### config.mk
export PLATFORM = sky130hd
export DESIGN_NAME = lsu_axi_master_flat
export DESIGN_NICKNAME = d
export VERILOG_FILES = /design/src/rtl/lsu_axi_if.sv /design/src/rtl/lsu_axi_master.sv /design/src/flat_wrapper.sv
export SDC_FILE = /design/constraint.sdc
export NUM_CORES = 1
export LEC_CHECK = 0
export BUFFER_PORTS_ARGS = -buffer_cell sky130_fd_sc_hd__buf_2
export CAP_MARGIN = 5
export CORE_MARGIN = 2
export CORE_UTILIZATION = 47
export DETAILED_ROUTE_END_ITERATION = 8
export GPL_TIMING_DRIVEN = 0
export PLACE_DENSITY = 0.84
export SLEW_MARGIN = 10
export SYNTH_ARGS = -nofsm -noshare
export SYNTH_HDL_FRONTEND = slang
export SYNTH_SLANG_ARGS = --single-unit
### constraint.sdc
create_clock -name clk -period 3.6 [get_ports clk]
set_clock_uncertainty 0.1 [all_clocks]
set_input_delay 0 -clock clk [delete_from_list [all_inputs] [get_ports clk]]
set_output_delay 0 -clock clk [all_outputs]
set_load 0.005 [all_outputs]
### src/rtl/lsu_axi_if.sv
// lsu_axi_if: execute-stage request/response plus AXI-lite master bus bundle
interface lsu_axi_if;
    logic        req_valid;
    logic        req_ready;
    logic        req_wen;
    logic [31:0] req_addr;
    logic [31:0] req_wdata;
    logic [1:0]  req_size;
    logic        req_sext;
    logic        rsp_valid;
    logic        rsp_ready;
    logic [31:0] rsp_rdata;
    logic        rsp_err;
    logic [31:0] araddr;
    logic        arvalid;
    logic        arready;
    logic [31:0] rdata;
    logic        rvalid;
    logic        rready;
    logic [31:0] awaddr;
    logic        awvalid;
    logic        awready;
    logic [31:0] wdata;
    logic [3:0]  wstrb;
    logic        wvalid;
    logic        wready;
    logic [1:0]  bresp;
    logic        bvalid;
    logic        bready;
    modport master (
        input  req_valid, req_wen, req_addr, req_wdata, req_size, req_sext, rsp_ready,
               arready, rdata, rvalid, awready, wready, bresp, bvalid,
        output req_ready, rsp_valid, rsp_rdata, rsp_err, araddr, arvalid, rready,
               awaddr, awvalid, wdata, wstrb, wvalid, bready
    );
    modport slave (
        output req_valid, req_wen, req_addr, req_wdata, req_size, req_sext, rsp_ready,
               arready, rdata, rvalid, awready, wready, bresp, bvalid,
        input  req_ready, rsp_valid, rsp_rdata, rsp_err, araddr, arvalid, rready,
               awaddr, awvalid, wdata, wstrb, wvalid, bready
    );
endinterface

### src/rtl/lsu_axi_master.sv
// lsu_axi_master: single-outstanding load/store unit driving an AXI-lite master port
module lsu_axi_master #(
    parameter bit         ALIGN_CHECK = 1'b1,
    parameter logic [1:0] RESP_OK     = 2'b00
) (
    input logic        clk,
    input logic        rst,
    lsu_axi_if.master  bus
);
    typedef enum logic [2:0] {IDLE, AR, R, AW_W, B, RSP} state_t;
    state_t      state, state_nxt;
    logic [31:0] addr_q, wdata_q;
    logic [1:0]  size_q;
    logic        sext_q;
    logic        aw_done, w_done, aw_done_nxt, w_done_nxt;
    logic [31:0] rsp_rdata_q, rsp_rdata_nxt;
    logic        rsp_err_q, rsp_err_nxt;
    logic [1:0]  off;
    logic [4:0]  sh;
    logic        req_err;
    logic [31:0] shifted, ld_data;
    assign off = addr_q[1:0];
    assign sh  = {off, 3'b000};
    assign req_err = (bus.req_size == 2'b11) ||
                     (ALIGN_CHECK && ((bus.req_size == 2'b01 && bus.req_addr[0]) ||
                                      (bus.req_size == 2'b10 && bus.req_addr[1:0] != 2'b00)));
    assign shifted = bus.rdata >> sh;
    assign bus.req_ready = (state == IDLE) && !rst;
    assign bus.arvalid   = (state == AR);
    assign bus.araddr    = {addr_q[31:2], 2'b00};
    assign bus.rready    = (state == R);
    assign bus.awvalid   = (state == AW_W) && !aw_done;
    assign bus.wvalid    = (state == AW_W) && !w_done;
    assign bus.awaddr    = {addr_q[31:2], 2'b00};
    assign bus.wdata     = wdata_q << sh;
    assign bus.bready    = (state == B);
    assign bus.rsp_valid = (state == RSP);
    assign bus.rsp_rdata = rsp_rdata_q;
    assign bus.rsp_err   = rsp_err_q;
    // byte lanes touched by the access, placed at the byte offset within the word
    always_comb
        bus.wstrb = size_q == 2'b00 ? 4'b0001 << off :
                    size_q == 2'b01 ? 4'b0011 << off : 4'b1111;
    // align read lane to bit 0, then mask to access size with zero or sign fill
    always_comb
        ld_data = size_q == 2'b00 ? {{24{sext_q & shifted[7]}}, shifted[7:0]} :
                  size_q == 2'b01 ? {{16{sext_q & shifted[15]}}, shifted[15:0]} : shifted;
    // next-state and response capture; address/write channels finish independently
    always_comb begin
        state_nxt     = state;
        aw_done_nxt   = aw_done;
        w_done_nxt    = w_done;
        rsp_rdata_nxt = rsp_rdata_q;
        rsp_err_nxt   = rsp_err_q;
        case (state)
            IDLE: if (bus.req_valid) begin
                state_nxt     = req_err ? RSP : bus.req_wen ? AW_W : AR;
                rsp_err_nxt   = req_err;
                rsp_rdata_nxt = '0;
                aw_done_nxt   = 1'b0;
                w_done_nxt    = 1'b0;
            end
            AR: if (bus.arready) state_nxt = R;
            R: if (bus.rvalid) begin
                state_nxt     = RSP;
                rsp_rdata_nxt = ld_data;
                rsp_err_nxt   = 1'b0;
            end
            AW_W: begin
                aw_done_nxt = aw_done | bus.awready;
                w_done_nxt  = w_done | bus.wready;
                if (aw_done_nxt && w_done_nxt) state_nxt = B;
            end
            B: if (bus.bvalid) begin
                state_nxt     = RSP;
                rsp_err_nxt   = bus.bresp != RESP_OK;
                rsp_rdata_nxt = '0;
            end
            RSP: if (bus.rsp_ready) state_nxt = IDLE;
            default: state_nxt = IDLE;
        endcase
    end
    // control state; reset abandons any in-flight transaction
    always_ff @(posedge clk) begin
        if (rst) begin
            state       <= IDLE;
            aw_done     <= 1'b0;
            w_done      <= 1'b0;
            rsp_rdata_q <= '0;
            rsp_err_q   <= 1'b0;
        end else begin
            state       <= state_nxt;
            aw_done     <= aw_done_nxt;
            w_done      <= w_done_nxt;
            rsp_rdata_q <= rsp_rdata_nxt;
            rsp_err_q   <= rsp_err_nxt;
        end
    end
    // request fields held for the whole transaction so bus payloads stay stable
    always_ff @(posedge clk) begin
        if (bus.req_valid && bus.req_ready) begin
            addr_q  <= bus.req_addr;
            wdata_q <= bus.req_wdata;
            size_q  <= bus.req_size;
            sext_q  <= bus.req_sext;
        end
    end
endmodule
### src/flat_wrapper.sv
// flat-port wrapper written by rule: the top's interface ports become plain ports
module lsu_axi_master_flat 
#(
    parameter bit         ALIGN_CHECK = 1'b1,
    parameter logic [1:0] RESP_OK     = 2'b00
)
  (clk, rst, bus_req_valid, bus_req_wen, bus_req_addr, bus_req_wdata, bus_req_size, bus_req_sext, bus_rsp_ready, bus_arready, bus_rdata, bus_rvalid, bus_awready, bus_wready, bus_bresp, bus_bvalid, bus_req_ready, bus_rsp_valid, bus_rsp_rdata, bus_rsp_err, bus_araddr, bus_arvalid, bus_rready, bus_awaddr, bus_awvalid, bus_wdata, bus_wstrb, bus_wvalid, bus_bready);
  lsu_axi_if bus_i ();
  input logic clk;
  input logic rst;
  input wire logic [$bits(bus_i.req_valid)-1:0] bus_req_valid;
  input wire logic [$bits(bus_i.req_wen)-1:0] bus_req_wen;
  input wire logic [$bits(bus_i.req_addr)-1:0] bus_req_addr;
  input wire logic [$bits(bus_i.req_wdata)-1:0] bus_req_wdata;
  input wire logic [$bits(bus_i.req_size)-1:0] bus_req_size;
  input wire logic [$bits(bus_i.req_sext)-1:0] bus_req_sext;
  input wire logic [$bits(bus_i.rsp_ready)-1:0] bus_rsp_ready;
  input wire logic [$bits(bus_i.arready)-1:0] bus_arready;
  input wire logic [$bits(bus_i.rdata)-1:0] bus_rdata;
  input wire logic [$bits(bus_i.rvalid)-1:0] bus_rvalid;
  input wire logic [$bits(bus_i.awready)-1:0] bus_awready;
  input wire logic [$bits(bus_i.wready)-1:0] bus_wready;
  input wire logic [$bits(bus_i.bresp)-1:0] bus_bresp;
  input wire logic [$bits(bus_i.bvalid)-1:0] bus_bvalid;
  output wire logic [$bits(bus_i.req_ready)-1:0] bus_req_ready;
  output wire logic [$bits(bus_i.rsp_valid)-1:0] bus_rsp_valid;
  output wire logic [$bits(bus_i.rsp_rdata)-1:0] bus_rsp_rdata;
  output wire logic [$bits(bus_i.rsp_err)-1:0] bus_rsp_err;
  output wire logic [$bits(bus_i.araddr)-1:0] bus_araddr;
  output wire logic [$bits(bus_i.arvalid)-1:0] bus_arvalid;
  output wire logic [$bits(bus_i.rready)-1:0] bus_rready;
  output wire logic [$bits(bus_i.awaddr)-1:0] bus_awaddr;
  output wire logic [$bits(bus_i.awvalid)-1:0] bus_awvalid;
  output wire logic [$bits(bus_i.wdata)-1:0] bus_wdata;
  output wire logic [$bits(bus_i.wstrb)-1:0] bus_wstrb;
  output wire logic [$bits(bus_i.wvalid)-1:0] bus_wvalid;
  output wire logic [$bits(bus_i.bready)-1:0] bus_bready;
  assign bus_i.req_valid = bus_req_valid;
  assign bus_i.req_wen = bus_req_wen;
  assign bus_i.req_addr = bus_req_addr;
  assign bus_i.req_wdata = bus_req_wdata;
  assign bus_i.req_size = bus_req_size;
  assign bus_i.req_sext = bus_req_sext;
  assign bus_i.rsp_ready = bus_rsp_ready;
  assign bus_i.arready = bus_arready;
  assign bus_i.rdata = bus_rdata;
  assign bus_i.rvalid = bus_rvalid;
  assign bus_i.awready = bus_awready;
  assign bus_i.wready = bus_wready;
  assign bus_i.bresp = bus_bresp;
  assign bus_i.bvalid = bus_bvalid;
  assign bus_req_ready = bus_i.req_ready;
  assign bus_rsp_valid = bus_i.rsp_valid;
  assign bus_rsp_rdata = bus_i.rsp_rdata;
  assign bus_rsp_err = bus_i.rsp_err;
  assign bus_araddr = bus_i.araddr;
  assign bus_arvalid = bus_i.arvalid;
  assign bus_rready = bus_i.rready;
  assign bus_awaddr = bus_i.awaddr;
  assign bus_awvalid = bus_i.awvalid;
  assign bus_wdata = bus_i.wdata;
  assign bus_wstrb = bus_i.wstrb;
  assign bus_wvalid = bus_i.wvalid;
  assign bus_bready = bus_i.bready;
  lsu_axi_master #(.ALIGN_CHECK(ALIGN_CHECK), .RESP_OK(RESP_OK)) u_core (.clk(clk), .rst(rst), .bus(bus_i));
endmodule
==> flow_metrics.py, run 1 <==
metrics = {
    "status": {
        "status": "completed",
    },
    "logic_synthesis": {
        "async_reset_ff_share_pct": 0,
        "netlist_area_sq_mm": 0.005156,
        "syn_avg_cell_area_sq_um": 11.26,
        "ys_warn_count": 0,
        "seq_area_frac_synth_pct": 53.77,
        "ys_ff_latch": 105,
        "synth_edf_count": 67,
        "syn_inst": 458,
        "yosys-top-cells-area": "edfxtp_1, dfxtp_1, buf_4",
        "synthFlopType": "edfxtp_1",
        "yosys.area.top_type": "edfxtp_1",
        "netlist.area_leader.share_pct": 39.02,
        "yosysUniqueCellTypes": 47,
    },
    "global_routing": {
        "grtUsageMet2_pct": 50.36,
        "busiest_layer": "met2",
        "met3_usage_pct": 6.396,
        "antenna_found_initial": 0,
        "grt_max_degree": 68,
        "grt_use_met1_pct": 30.45,
        "grt_pass1_wl_microns": 24870,
        "grt-ovfl-total": 0,
        "first_global_vias": 5023,
        "grt_usage_pct": 27.79,
    },
    "cells_and_area": {
        "nNetsFinal": 927,
        "area_growth_pct": 49.38,
        "diodes": 0,
        "layout-drive-gt1-share_pct": 42.11,
        "fin_util_pct": 71.37,
    },
    "place": {
        "portBuffers": 245,
        "hpwl_microns": 11330,
        "gp_congestion": 0.8793,
    },
    "timing": {
        "finalSetupViolCount": 0,
        "worst_pin_slew_ns": 0.6968,
        "hold_viol": 0,
        "fin_crit_sh_pct": 76.74,
        "max_clock_freq_mhz": 362.0,
        "relSlewSlack_pct": 53.38,
        "holdWs_ns": 0.03423,
        "finalSetupTns_ns": 0,
        "rsz0062_at_grt": "false",
        "period_needed_ns": 2.762,
        "slew_violations": 0,
    },
    "clock_network": {
        "clkTransAtPathRegs_ns": 0.10,
        "clock_latency_ns": 0.37,
        "cts_root_buf": "clkbuf_8",
        "cts_num_sinks": 105,
        "cts_tree": "yes",
        "clockBufferDepth": 2,
        "post-cts-setup-buffer-count": 0,
        "cts_buffers": 9,
        "ctsHtreeMaxLevel": 3,
    },
    "critical_path": {
        "critical_path_class": "reg -> out",
        "required_ns": 3.50,
        "cp-end-kind": "output pin",
        "cp-startpoint": "u_core.addr_q[0]",
        "r2r_end": "u_core.bus.rsp_rdata[14]",
        "reg2reg_slack_ns": 1.03,
        "endpoint": "bus_wstrb[2]",
        "timing.rr.start": "u_core.addr_q[0]",
        "r2r_cells": 7,
        "cp.arrival_ns": 2.66,
        "startpoint_type": "flip-flop",
        "critPathMaxFanout": 10,
    },
    "route": {
        "vias": 5037,
        "routed_wl_microns": 16890,
        "drc": 0,
        "drt_iter0_markers": 391,
        "ant_nets": 0,
        "viasPerCell": 5.263,
        "post_drt_wl_per_cell_microns": 17.65,
        "drt_pass1_iterations": 6,
    },
    "floorplanning": {
        "coreArea_sq_mm": 0.01079,
        "dieArea_sq_mm": 0.01182,
        "die_width_microns": 108.7,
        "die_h_microns": 108.7,
        "initial_core_util_pct": 47.77,
        "ioPinCount": 251,
        "rows": 38,
    },
    "power": {
        "p_leak_uw": 0.003597,
        "p_per_area_mw_per_mm2": 444.5,
        "ir_drop_v": 0.0004741,
    },
    "flow_run": {
        "max_cap_violations": 0,
    },
    "worst_hold_path": {
        "hold_path.class": "in -> reg",
    },
}
## power by group
| part | switching, uW | internal, uW | total, uW |
|---|---|---|---|
| Clock | 395 | 250 | 645 |
| Sequential | 82.4 | 1460 | 1540 |
| Combinational | 654 | 584 | 1240 |
| Total | 1130 | 2290 | 3420 |
## stage by stage
stage | instance area (sq um) | power [uW] | setup slack, ns | std cells
finish | 7702 | 3424 | 0.8375 | 957
global route | 7702 | 3597 | 0.6609 | 957
CTS | 7702 | 3423 | 0.7858 | 957
detailed placement | 6599 | 2680 | 1.242 | 847
global placement | 6569 | 2631 | -0.1091 | 846
floorplan | 5167 | 2218 | 0.4639 | 461
## synth_stat cells, types with 7 or more instances
| cell type | number |
|---|---|
| nor2_1 | 41 |
| nor2b_1 | 10 |
| a211oi_1 | 10 |
| mux2i_1 | 40 |
| dfxtp_1 | 38 |
| buf_4 | 68 |
| and2_1 | 10 |
| o21ai_0 | 27 |
| o2111ai_1 | 7 |
| a22o_1 | 8 |
| a221o_1 | 8 |
| nand2_1 | 12 |
| edfxtp_1 | 67 |
| a21oi_1 | 29 |
| buf_2 | 9 |
| a211o_1 | 9 |
| clkbuf_1 | 14 |
## worst max-delay path, cell delays in order (launching register included)
cell and delay (ns):
edfxtp_1 0.40, buf_4 0.16, buf_2 0.26, buf_2 0.33
buf_2 0.31, inv_1 0.10, ha_1 0.20, nor2b_1 0.12
a211o_1 0.26, buf_2 0.14
## timing repair
item,in CTS,in global routing
endpoints found under the hold margin,97,0
resized for setup,0,0
hold buffers,94,0
## metal layers
layer | up-vias | wire length (microns)
li1 | 2314 | -
met1 | 2389 | 6319
met2 | 275 | 8820
met3 | 59 | 1181
met4 | 0 | 566
met5 | - | 0
## final cells by class
cell class	instances	area, sq um
Fill cell	745	3090
Clock buffer	11	131.4
Clock inverter	5	31.28
Multi-Input combinational cell	258	1755
Buffer	94	626.9
Sequential cell	105	2773
Inverter	4	15.01
Timing Repair Buffer	340	2195
Tap cell	140	175.2
## state kept, by name, summed over array words and instances (netlist names)
register	cells
u_core.bus.rsp_err	1
u_core.sext_q	1
u_core.wdata_q	32
u_core.addr_q	32
u_core.aw_done	1
u_core.state	3
u_core.bus.rsp_rdata	32
u_core.size_q	2
u_core.w_done	1
## worst min path at each step
stage	from	to	slack, ns	depth (start not counted)
6_report	bus_rdata[1]	u_core.bus.rsp_rdata[1]	0.03	5
5_1_grt	bus_rdata[1]	u_core.bus.rsp_rdata[1]	0.06	5
4_1_cts	bus_bresp[0]	u_core.bus.rsp_err	0.002	5
3_3_place_gp	bus_req_addr[19]	u_core.addr_q[19]	0.08	1
2_1_floorplan	bus_req_addr[0]	u_core.addr_q[0]	-0.001	0
3_5_place_dp	bus_req_wdata[13]	u_core.wdata_q[13]	0.08	1
## cell families after synthesis
group / count (synthesis) / synth area share [%]
multiplexers: 42 / 8.420
AO/OA/AOI/OAI: 111 / 15.05
flip-flops: 105 / 53.77
AND/OR/NAND/NOR: 97 / 9.270
other: 1 / 0.07273
buffers and inverters: 98 / 12.45
adder cells (fa/ha/maj): 4 / 0.9707
## placed cells by master, fill, tap and decap left out, drive strengths merged, types with 3 or more instances in the layout
| cell type | netlist | layout |
|---|---|---|
| a211o | 9 | 9 |
| a211oi | 10 | 10 |
| a21oi | 29 | 29 |
| a221o | 8 | 8 |
| a22o | 8 | 8 |
| a22oi | 3 | 3 |
| and2 | 10 | 10 |
| buf | 80 | 326 |
| clkbuf | 14 | 25 |
| conb | 1 | 4 |
| dfxtp | 38 | 38 |
| dlygate4sd3 | 0 | 94 |
| edfxtp | 67 | 67 |
| ha | 4 | 4 |
| inv | 4 | 5 |
| mux2i | 40 | 40 |
| nand2 | 12 | 12 |
| nand2b | 6 | 6 |
| nor2 | 42 | 42 |
| nor2b | 11 | 11 |
| nor3 | 4 | 4 |
| o2111ai | 7 | 7 |
| o21ai | 28 | 28 |
No activity file was read; power rests on OpenSTA's default activity.
==> run 2, diff against run 1 <==
--- a/config.mk
+++ b/config.mk
@@ -8,10 +8,10 @@
 export BUFFER_PORTS_ARGS = -buffer_cell sky130_fd_sc_hd__buf_2
 export CAP_MARGIN = 5
 export CORE_MARGIN = 2
-export CORE_UTILIZATION = 47
+export CORE_UTILIZATION = 42
 export DETAILED_ROUTE_END_ITERATION = 8
 export GPL_TIMING_DRIVEN = 0
-export PLACE_DENSITY = 0.84
+export PLACE_DENSITY = 0.8
 export SLEW_MARGIN = 10
 export SYNTH_ARGS = -nofsm -noshare
 export SYNTH_HDL_FRONTEND = slang
==> constraint.sdc (replaced) <==
create_clock -name clk -period 2.5 [get_ports clk]
set_clock_uncertainty 0.1 [all_clocks]
set_input_delay 0 -clock clk [delete_from_list [all_inputs] [get_ports clk]]
set_output_delay 0 -clock clk [all_outputs]
set_load 0.005 [all_outputs]
==> flow_metrics.py, run 2 (synthesized netlist as in run 1, its figures left out) <==
metrics = {
    "clock_network": {
        "clockBufferDepth": 2,
        "cts_buffers": 9,
        "ctsHtreeMaxLevel": 3,
        "cts_num_sinks": 105,
        "clkTransAtPathRegs_ns": 0.07,
        "cts_tree": "yes",
        "post-cts-setup-buffer-count": 0,
        "cts_root_buf": "clkbuf_16",
        "clock_latency_ns": 0.35,
    },
    "critical_path": {
        "reg2reg_slack_ns": 0.16,
        "r2r_end": "u_core.bus.rsp_rdata[8]",
        "cp-end-kind": "output pin",
        "required_ns": 2.40,
        "startpoint_type": "flip-flop",
        "r2r_cells": 7,
        "critical_path_class": "reg -> out",
        "cp.arrival_ns": 2.26,
        "critPathMaxFanout": 19,
        "timing.rr.start": "u_core.addr_q[0]",
    },
    "global_routing": {
        "grt_pass1_wl_microns": 25430,
        "first_global_vias": 4985,
        "grt_max_degree": 67,
        "grt-ovfl-total": 0,
        "antenna_found_initial": 1,
        "grt_usage_pct": 25.15,
    },
    "floorplanning": {
        "rows": 40,
        "coreArea_sq_mm": 0.01201,
        "initial_core_util_pct": 42.93,
        "die_width_microns": 114.8,
        "dieArea_sq_mm": 0.01318,
        "ioPinCount": 251,
        "die_h_microns": 114.8,
    },
    "route": {
        "ant_nets": 0,
        "vias": 4942,
        "drc": 0,
        "drt_pass1_iterations": 5,
        "drt_iter0_markers": 364,
        "viasPerCell": 5.121,
        "post_drt_wl_per_cell_microns": 17.50,
        "routed_wl_microns": 16890,
    },
    "timing": {
        "period_needed_ns": 2.362,
        "rsz0062_at_grt": "false",
        "worst_pin_slew_ns": 0.8070,
        "holdWs_ns": 0.02550,
        "max_clock_freq_mhz": 423.3,
        "relSlewSlack_pct": 46.00,
        "slew_violations": 0,
        "finalSetupViolCount": 0,
        "hold_viol": 0,
        "fin_crit_sh_pct": 94.49,
    },
    "cells_and_area": {
        "final_common_cell": "buf_2",
        "multiInputGateArea_sq_mm": 0.001759,
        "layout-drive-gt1-share_pct": 42.65,
        "nNetsFinal": 926,
        "fillers": 903,
        "fin_util_pct": 65.56,
        "mostFrequentLayoutCells": "buf_2, dlygate4sd3_1, buf_4",
        "area_growth_pct": 52.73,
        "seqCellArea_sq_mm": 0.002773,
    },
    "flow_run": {
        "max_cap_violations": 0,
    },
    "power": {
        "p_per_area_mw_per_mm2": 693.8,
        "combPwrFrac_pct": 32.3,
        "p_sw_share_pct": 31.67,
        "ir_drop_v": 0.0005547,
        "clkPwrFrac_pct": 27.1,
        "p_seq_share_pct": 40.6,
        "power.switching_uw": 1731,
        "internal-power_uw": 3733,
        "p_leak_uw": 0.003667,
    },
    "place": {
        "hpwl_microns": 11640,
        "gp_congestion": 0.8869,
        "portBuffers": 245,
    },
    "worst_hold_path": {
        "hold_path.class": "in -> reg",
        "hold_depth": 4,
        "hold_path_end": "u_core.bus.rsp_rdata[10]",
        "min_from": "bus_rdata[10]",
    },
    "status": {
        "status": "completed",
    },
}
run 2: cell count changes in the layout (fill, tap and decap cells not counted), sizes merged:
cell and delta:
buf -3, bufinv +1, inv +2, clkinvlp -1, diode +2
run 2: layout make-up:
| type | count | share of cell area, % |
|---|---|---|
| Clock inverter | 7 | 1.096 |
| Timing Repair Buffer | 340 | 27.87 |
| Clock buffer | 9 | 2.860 |
| Sequential cell | 105 | 35.21 |
| Tap cell | 147 | 2.336 |
| Buffer | 93 | 8.039 |
| Multi-Input combinational cell | 258 | 22.34 |
| Inverter | 4 | 0.1907 |
| Antenna cell | 2 | 0.06355 |
run 2: stage by stage:
| stage | cells | area, sq um | setup TNS [ns] | power (uW) | worst slack, ns |
|---|---|---|---|---|---|
| 4_1_cts | 963 | 7861 | 0 | 5465 | 0.01895 |
| 3_3_place_gp | 853 | 6579 | -15.24 | 3784 | -0.2354 |
| 3_5_place_dp | 854 | 6608 | 0 | 3851 | 0.06822 |
| 2_1_floorplan | 461 | 5169 | 0 | 3188 | 0.08121 |
| 5_1_grt | 963 | 7870 | 0 | 5730 | 0.009776 |
| 6_report | 965 | 7875 | 0 | 5464 | 0.1378 |
run 2: timing repair:
action / 4_1_cts / 5_1_grt
endpoints found under the hold margin: 97 / 0
gates cloned: 0 / 0
resized for setup: 2 / 3
setup endpoints to repair: 2 / 6
hold buffers: 94 / 0
run 2: worst max-delay path by stage:
stage | endpoint | start | cells past startpoint | slack, ns
5_1_grt | bus_wstrb[2] | u_core.addr_q[0] | 8 | 0.01
4_1_cts | u_core.bus.rsp_rdata[8] | u_core.addr_q[0] | 7 | 0.02
6_report | bus_wstrb[2] | u_core.addr_q[0] | 7 | 0.14
3_5_place_dp | bus_wstrb[2] | u_core.addr_q[0] | 8 | 0.07
3_3_place_gp | u_core.addr_q[24] | u_core.state[1] | 4 | -0.24
2_1_floorplan | u_core.addr_q[0] | u_core.state[1] | 4 | 0.08
run 2: routing by layer:
metal | vias to the layer above | global-route usage (%) | part of all wire, %
met5 | - | 0 | 0
met4 | 0 | 12.05 | 3.8
met3 | 52 | 5.482 | 5.7
met2 | 214 | 44.34 | 53
met1 | 2361 | 29.14 | 38
li1 | 2315 | - | -
run 2: worst max-delay path, cell delays in order, from the launching register on:
cell      delay (ns)
edfxtp_1        0.39
buf_4           0.16
clkbuf_4        0.24
buf_6           0.25
inv_1           0.10
ha_1            0.30
a211o_1         0.32
buf_2           0.13
run 2: power groups by stage:
| stage | Clock, uW | Sequential, uW | Combinational, uW |
|---|---|---|---|
| global placement | 0 | 2240 | 1540 |
| finish | 1480 | 2220 | 1760 |
| global route | 1570 | 2240 | 1920 |
| detailed placement | 0 | 2240 | 1610 |
| floorplan | 0 | 2220 | 967 |
| CTS | 1520 | 2210 | 1730 |
